--- src/rtl/mux_arb_4bit_2ch.sv ---
// Two-channel round-robin arbiter feeding a registered 4-bit mux; grant one cycle after request, data one after that.
// No backpressure on y: a requester is stalled only by not holding grant, and may drop req at any cycle.
module mux_arb_4bit_2ch #(
  parameter int MAX_HOLD = 4
) (
  input  logic       clk,
  input  logic       rst,
  input  logic       req_a,
  input  logic [3:0] a,
  input  logic       req_b,
  input  logic [3:0] b,
  output logic       gnt_a,
  output logic       gnt_b,
  output logic       s,
  output logic [3:0] y,
  output logic       y_valid
);

  typedef enum logic [1:0] {IDLE, GNT_A, GNT_B} state_t;

  state_t     state, state_nxt;
  logic       last_b;
  logic [3:0] hold_cnt;
  logic       s_q;
  logic       beat;
  logic [4:0] cnt_inc;
  logic       at_limit;
  logic       enter;

  assign gnt_a = (state == GNT_A);
  assign gnt_b = (state == GNT_B);
  assign s     = s_q;

  always_comb begin
    beat      = (gnt_a && req_a) || (gnt_b && req_b);
    cnt_inc   = {1'b0, hold_cnt} + 5'd1;
    // Compare against >= so a count already saturated past the limit still yields.
    at_limit  = (cnt_inc >= 5'(MAX_HOLD));
    state_nxt = state;
    case (state)
      IDLE: begin
        if (req_a && req_b) state_nxt = last_b ? GNT_A : GNT_B;
        else if (req_a)     state_nxt = GNT_A;
        else if (req_b)     state_nxt = GNT_B;
      end
      GNT_A: begin
        if (!req_a)                 state_nxt = req_b ? GNT_B : IDLE;
        else if (req_b && at_limit) state_nxt = GNT_B;
      end
      GNT_B: begin
        if (!req_b)                 state_nxt = req_a ? GNT_A : IDLE;
        else if (req_a && at_limit) state_nxt = GNT_A;
      end
      default: state_nxt = IDLE;
    endcase
    enter = (state_nxt != state) && (state_nxt != IDLE);
  end

  always_ff @(posedge clk) begin
    if (rst) begin
      state    <= IDLE;
      s_q      <= 1'b0;
      y        <= 4'h0;
      y_valid  <= 1'b0;
      hold_cnt <= 4'h0;
      last_b   <= 1'b1;
    end else begin
      state <= state_nxt;
      if (enter) begin
        hold_cnt <= 4'h0;
        last_b   <= (state_nxt == GNT_B);
      end else if (beat && hold_cnt != 4'hF) begin
        hold_cnt <= hold_cnt + 4'h1;
      end
      // Select tracks the owner and keeps its value while idle.
      if (state_nxt == GNT_A)      s_q <= 1'b0;
      else if (state_nxt == GNT_B) s_q <= 1'b1;
      y_valid <= beat;
      if (beat) y <= s_q ? b : a;
    end
  end

endmodule
--- config.mk ---
export PLATFORM = sky130hd
export DESIGN_NAME = mux_arb_4bit_2ch
export DESIGN_NICKNAME = d
export VERILOG_FILES = /design/src/rtl/mux_arb_4bit_2ch.sv
export SDC_FILE = /design/constraint.sdc
export NUM_CORES = 1
export LEC_CHECK = 0
export BUFFER_PORTS_ARGS = -buffer_cell sky130_fd_sc_hd__buf_2
export CORE_UTILIZATION = 39
export DETAILED_ROUTE_END_ITERATION = 16
export PLACE_DENSITY = 0.71
export RECOVER_POWER = 25
export SLEW_MARGIN = 20
export SYNTH_ARGS = -nofsm -noshare
export SYNTH_HDL_FRONTEND = slang
export SYNTH_SLANG_ARGS = --single-unit
--- constraint.sdc ---
create_clock -name clk -period 2.4 [get_ports clk]
set_clock_uncertainty 0.1 [all_clocks]
set_input_delay 0.24 -clock clk [delete_from_list [all_inputs] [get_ports clk]]
set_output_delay 0.24 -clock clk [all_outputs]
set_load 0.05 [all_outputs]
* Yosys cells after proc, flatten, opt, wreduce, memory -nomap -nowiden
Index checks and enable logic that the tools add are counted.
Word-level totals: flip-flop bits (word level) 13, latch bits 0, RAM bits 0, memory bits (read-only) 0, logic and storage cells 39, memories 0
Operators by class: add/sub/neg operators 2, multipliers 0, divide/modulo/power cells 0, order comparisons 1, equal/unequal tests 6, shift operators 0, mux-type cells 12, bitwise gates (word level) 0, reductions and logical operators 12
Operator list (number):
- $mux 2 | 9
- $logic_and 1x1->1 | 7
- $pmux 2 s3 | 1
- $add 4x1->5 const B | 1
- $ge 5x3->1 const B | 1
- $add 4x1->4 const B | 1
- $eq 2x1->1 const B | 2
- $eq 2x2->1 const B | 2
- $mux 4 | 1
- $ne 4x4->1 const B | 1
- $reduce_or 2->1 | 2
- $logic_not 2->1 | 1
- $ne 2x2->1 | 1
- $reduce_bool 2->1 | 1
- $logic_or 1x1->1 | 1
- $mux 1 | 1

* Logic depth before layout (Yosys ltp)
depth in word-level cells 9, depth in mapped cells 5

* Worst setup path after synthesis
No wires, ideal clock.
kind register to register, start reg hold_cnt[0], end reg last_b, setup time 122 ps, arrival time 1421 ps, slack 758 ps, stages on the path, launching flop included 6, path buffers 0, period minus slack after synthesis 1642 ps, path through dfxtp_1 -> ha_1 -> a211o_1 -> mux2i_1 -> nand2_1 -> a221o_1
Between the ends: word-level cells in the longest chain between the ends 8, elaborated cells on any way between the ends 13, classes of those cells add/sub (1); order compare (1); eq/ne (2); mux (5); reduce/logical (4)
RTL lines:
- from (decl) | RTL line 23 | logic [3:0] hold_cnt;
- from (signal assigned) | RTL line 73 | hold_cnt <= hold_cnt + 4'h1;
- $add 4x1->5 * | RTL line 36 | cnt_inc = {1'b0, hold_cnt} + 5'd1;
- $ge 5x3->1 * | RTL line 38 | at_limit = (cnt_inc >= 5'(MAX_HOLD));
- $logic_and 1x1->1 (on tied branches) | RTL line 52, 48
- $mux 2 (on tied branches) | RTL line 52, 48
- $mux 2 (on tied branches) | RTL line 51, 47
- $pmux 2 s3 * | RTL line 40 | case (state)
- $ne 2x2->1 / $reduce_bool 2->1 (equally long branches) | RTL line 56 | enter = (state_nxt != state) && (state_nxt != IDLE);
- $logic_and 1x1->1 | RTL line 56
- to (signal assigned) | RTL line 71 | last_b <= (state_nxt == GNT_B);
- to (decl) | RTL line 22 | logic last_b;
Mark *: on every way between the ends. The rest lies on a longest branch, timed or not. A chain may end at the register's enable or synchronous reset.

* Worst setup path in the final report
start reg hold_cnt[0], end reg s_q (netlist: s)
Between the ends: word-level cells in the longest chain between the ends 8, elaborated cells on any way between the ends 12, classes of those cells add/sub (1); order compare (1); eq/ne (2); mux (5); reduce/logical (3)
RTL lines:
- $add 4x1->5 * | RTL line 36
- $ge 5x3->1 * | RTL line 38
- $logic_and 1x1->1 (on tied branches) | RTL line 52, 48
- $mux 2 (on tied branches) | RTL line 52, 48
- $mux 2 (on tied branches) | RTL line 51, 47
- $pmux 2 s3 * | RTL line 40
- $eq 2x1->1 | RTL line 76 | if (state_nxt == GNT_A) s_q <= 1'b0;
- $reduce_or 2->1 (no source line)
- to (signal assigned) | RTL line 62 | s_q <= 1'b0;
- to (signal assigned) | RTL line 76
- to (signal assigned) | RTL line 77 | else if (state_nxt == GNT_B) s_q <= 1'b1;
- to (decl) | RTL line 24 | logic s_q;
Marked as above.

==> impl_metrics.json <==
{
  "status": "finished, final reports clean",
  "power_switching_mw": 0.154,
  "drtIter0Drc": 13,
  "grt_pass1_wl_um": 2280,
  "clock_sinks": 13,
  "core-area_um2": 1580,
  "grt_max_degree": 12,
  "most-common-layout-cells": "buf_2, dfxtp_1, nor2_1",
  "cts_tree": "yes",
  "synth_top_family_by_area": "simple AND/OR/NAND/NOR gates",
  "track_usage_pct": 16.2,
  "post-dp-hpwl_um": 969,
  "worst-path-stages": 5,
  "dieWidth_um": 44.2,
  "relSlewSlack_pct": 60.6,
  "max_freq_ghz": 0.562,
  "dieArea_um2": 1950,
  "cp_slowest_cell": "a211o_1",
  "hold_depth": 2,
  "yosys_warnings": 0,
  "drc": 0,
  "cp_cell_sequence": "ha_1 -> a211o_1 -> mux2_2 -> nand4_1 -> a211oi_2",
  "critical_path_peak_fanout": 6,
  "design_area_um2": 801,
  "cts_buffer_depth": 2,
  "place_area_um2": 779,
  "post-cts-setup-buffers": 0,
  "syn_avg_cell_area_um2": 9.14,
  "place.gp.congestion": 0.786,
  "syn_inst": 76,
  "htree_levels": 1,
  "leakage_nw": 0.341,
  "setup_viol": 0,
  "vias": 628,
  "powerDensity_nw_per_um2": 602,
  "fp-row-count": 14,
  "end_kind": "flop",
  "fillCellCount": 160,
  "die_h_um": 44.2,
  "worstRegToRegCells": 5,
  "overflow": 0,
  "clock_latency_ns": 0.28,
  "ant_nets": 0,
  "cpLargestDelayFamily": "compound AO/OA/AOI/OAI gates",
  "synth_xor_area_share_pct": 1.26,
  "layout_min_cycle_time_ns": 1.78,
  "first_global_vias": 522,
  "antenna_found_initial": 0,
  "p_comb_share_pct": 21.6,
  "syn2layout_area_growth_pct": 15.3,
  "wl_per_cell_um": 12.2,
  "pin_count": 20,
  "worstSetupPathType": "reg2reg",
  "io_buffers": 19,
  "clk_root_buffer_cell": "clkbuf_4",
  "vias_per_cell": 5.66,
  "worst_pin_slew_ns": 0.594,
  "clk_pin_slew_ns": 0.08,
  "antennaDiodeCount": 0,
  "ir_drop_uv": 314,
  "cp-start-kind": "flop",
  "rsz0062_at_grt": "false",
  "layout_commonest_cell": "buf_2",
  "intPower_mw": 0.328,
  "yosysSeqAreaShare_pct": 37.5,
  "hold_viol": 0,
  "slew_violations": 0,
  "pwr-share-clk_pct": 28.5,
  "drt_pre_antenna_iters": 6,
  "hold_path.class": "in2reg",
  "cts_buffers": 3,
  "synthesis.nets": 90,
  "p_sw_share_pct": 31.9,
  "synthDistinctLibCells": 30,
  "cap_violations": 0,
  "syn_area_um2": 694,
  "initial_core_util_pct": 44.0,
  "ys_ff_latch": 13,
  "synth_simple_gate_area_share_pct": 25.9,
  "critical_path_arrival_ns": 1.88,
  "p_seq_share_pct": 49.9,
  "post_cts_resized": 0,
  "final.period_utilization_pct": 74.1,
  "cts_hold_buf": 0,
  "drt-total-wl_um": 1360,
  "cpPeakStageDelay_ns": 0.37,
  "layout.nets": 110,
  "synthMuxAreaShare_pct": 10.3,
  "power_mw": 0.482,
  "drive_above_1_share_pct": 23.2,
  "finalSetupTns_ns": 0,
  "path_buf_inv": 0,
  "synth-adder-area-share_pct": 3.60,
  "worstPathRequired_ns": 2.50,
  "synth_compound_area_share_pct": 16.0
}
## cells in the mapped netlist, drive strengths merged
cell type  number  area share [%]
nand3b          3             3.2
inv             2             1.1
and2b           2             2.2
or4b            2             2.9
a211oi          5             6.1
o211ai          1             1.1
a21oi           3             2.2
a32oi           1             1.3
mux2            1             1.6
nor2b           3             2.7
dfxtp          13              37
buf             4             4.3
a311oi          1             1.3
nor3            2             1.4
and3b           1             1.3
nand3           2             1.4
a211o           1             1.3
a221o           1             1.4
nor2            9             4.9
o21ai           2             1.4
nand2           6             3.6
mux2i           6             8.6
nand4           1            0.90
and4b           1             1.4
xnor2           1             1.3
ha              2             3.6
## registers in the layout, summed over array words and instances, names as in the netlist
name,cells
hold_cnt,4
y,4
state,2
last_b,1
s,1
y_valid,1
## cells by family (layout without fill, tap and decap cells)
family / count (synthesis) / in the layout
xor+xnor: 1 / 1
simple gates: 32 / 32
mux: 7 / 7
fa+ha+maj: 2 / 2
compound gates: 15 / 15
buf+inv: 6 / 25
flops: 13 / 13
## per-stage QoR
| step | cells | worst slack [ns] | util, % | hold WS [ns] |
|---|---|---|---|---|
| after floorplan | 76 | 0.758 | - | 0.311 |
| after global routing | 111 | 0.518 | 50.8 | 0.174 |
| after CTS | 111 | 0.625 | 51.1 | 0.150 |
| after global placement | 107 | 0.692 | 49.4 | 0.388 |
| final | 111 | 0.622 | 50.8 | 0.158 |
| after detailed placement | 107 | 0.649 | 49.4 | 0.391 |
## power by group through the flow
stage	clock, mW	sequential (mW)	combinational, mW
floorplan	0	0.265	0.0627
global placement	0	0.245	0.104
detailed placement	0	0.245	0.106
CTS	0.142	0.241	0.106
global route	0.151	0.243	0.113
finish	0.137	0.241	0.104
## worst paths after layout
path	to	startpoint	slack [ns]
worst max-delay path	s	hold_cnt[0]	0.62
worst min-delay path	s	rst	0.16
worst max register to register	s	hold_cnt[0]	0.62
worst min register to register	y[1]	y[1]	0.40
## layer usage
layer / vias to the layer above / part of all wire (%) / GRT usage [%]
met3: 4 / 6.8 / 5.31
met5: - / 0 / 0
met1: 278 / 48 / 19.1
met4: 0 / 1.8 / 10.9
met2: 28 / 44 / 25.0
li1: 318 / - / -
## layout make-up
| type | count | area, µm² | area share (%) |
|---|---|---|---|
| repair buffers | 19 | 90.1 | 11.2 |
| multi-input cells | 57 | 397 | 49.5 |
| well taps | 16 | 20.0 | 2.50 |
| flip-flops and latches | 13 | 260 | 32.5 |
| inverters | 2 | 7.51 | 0.938 |
| clock buffers | 4 | 26.3 | 3.28 |
No activity file was read; power rests on OpenSTA's default activity.
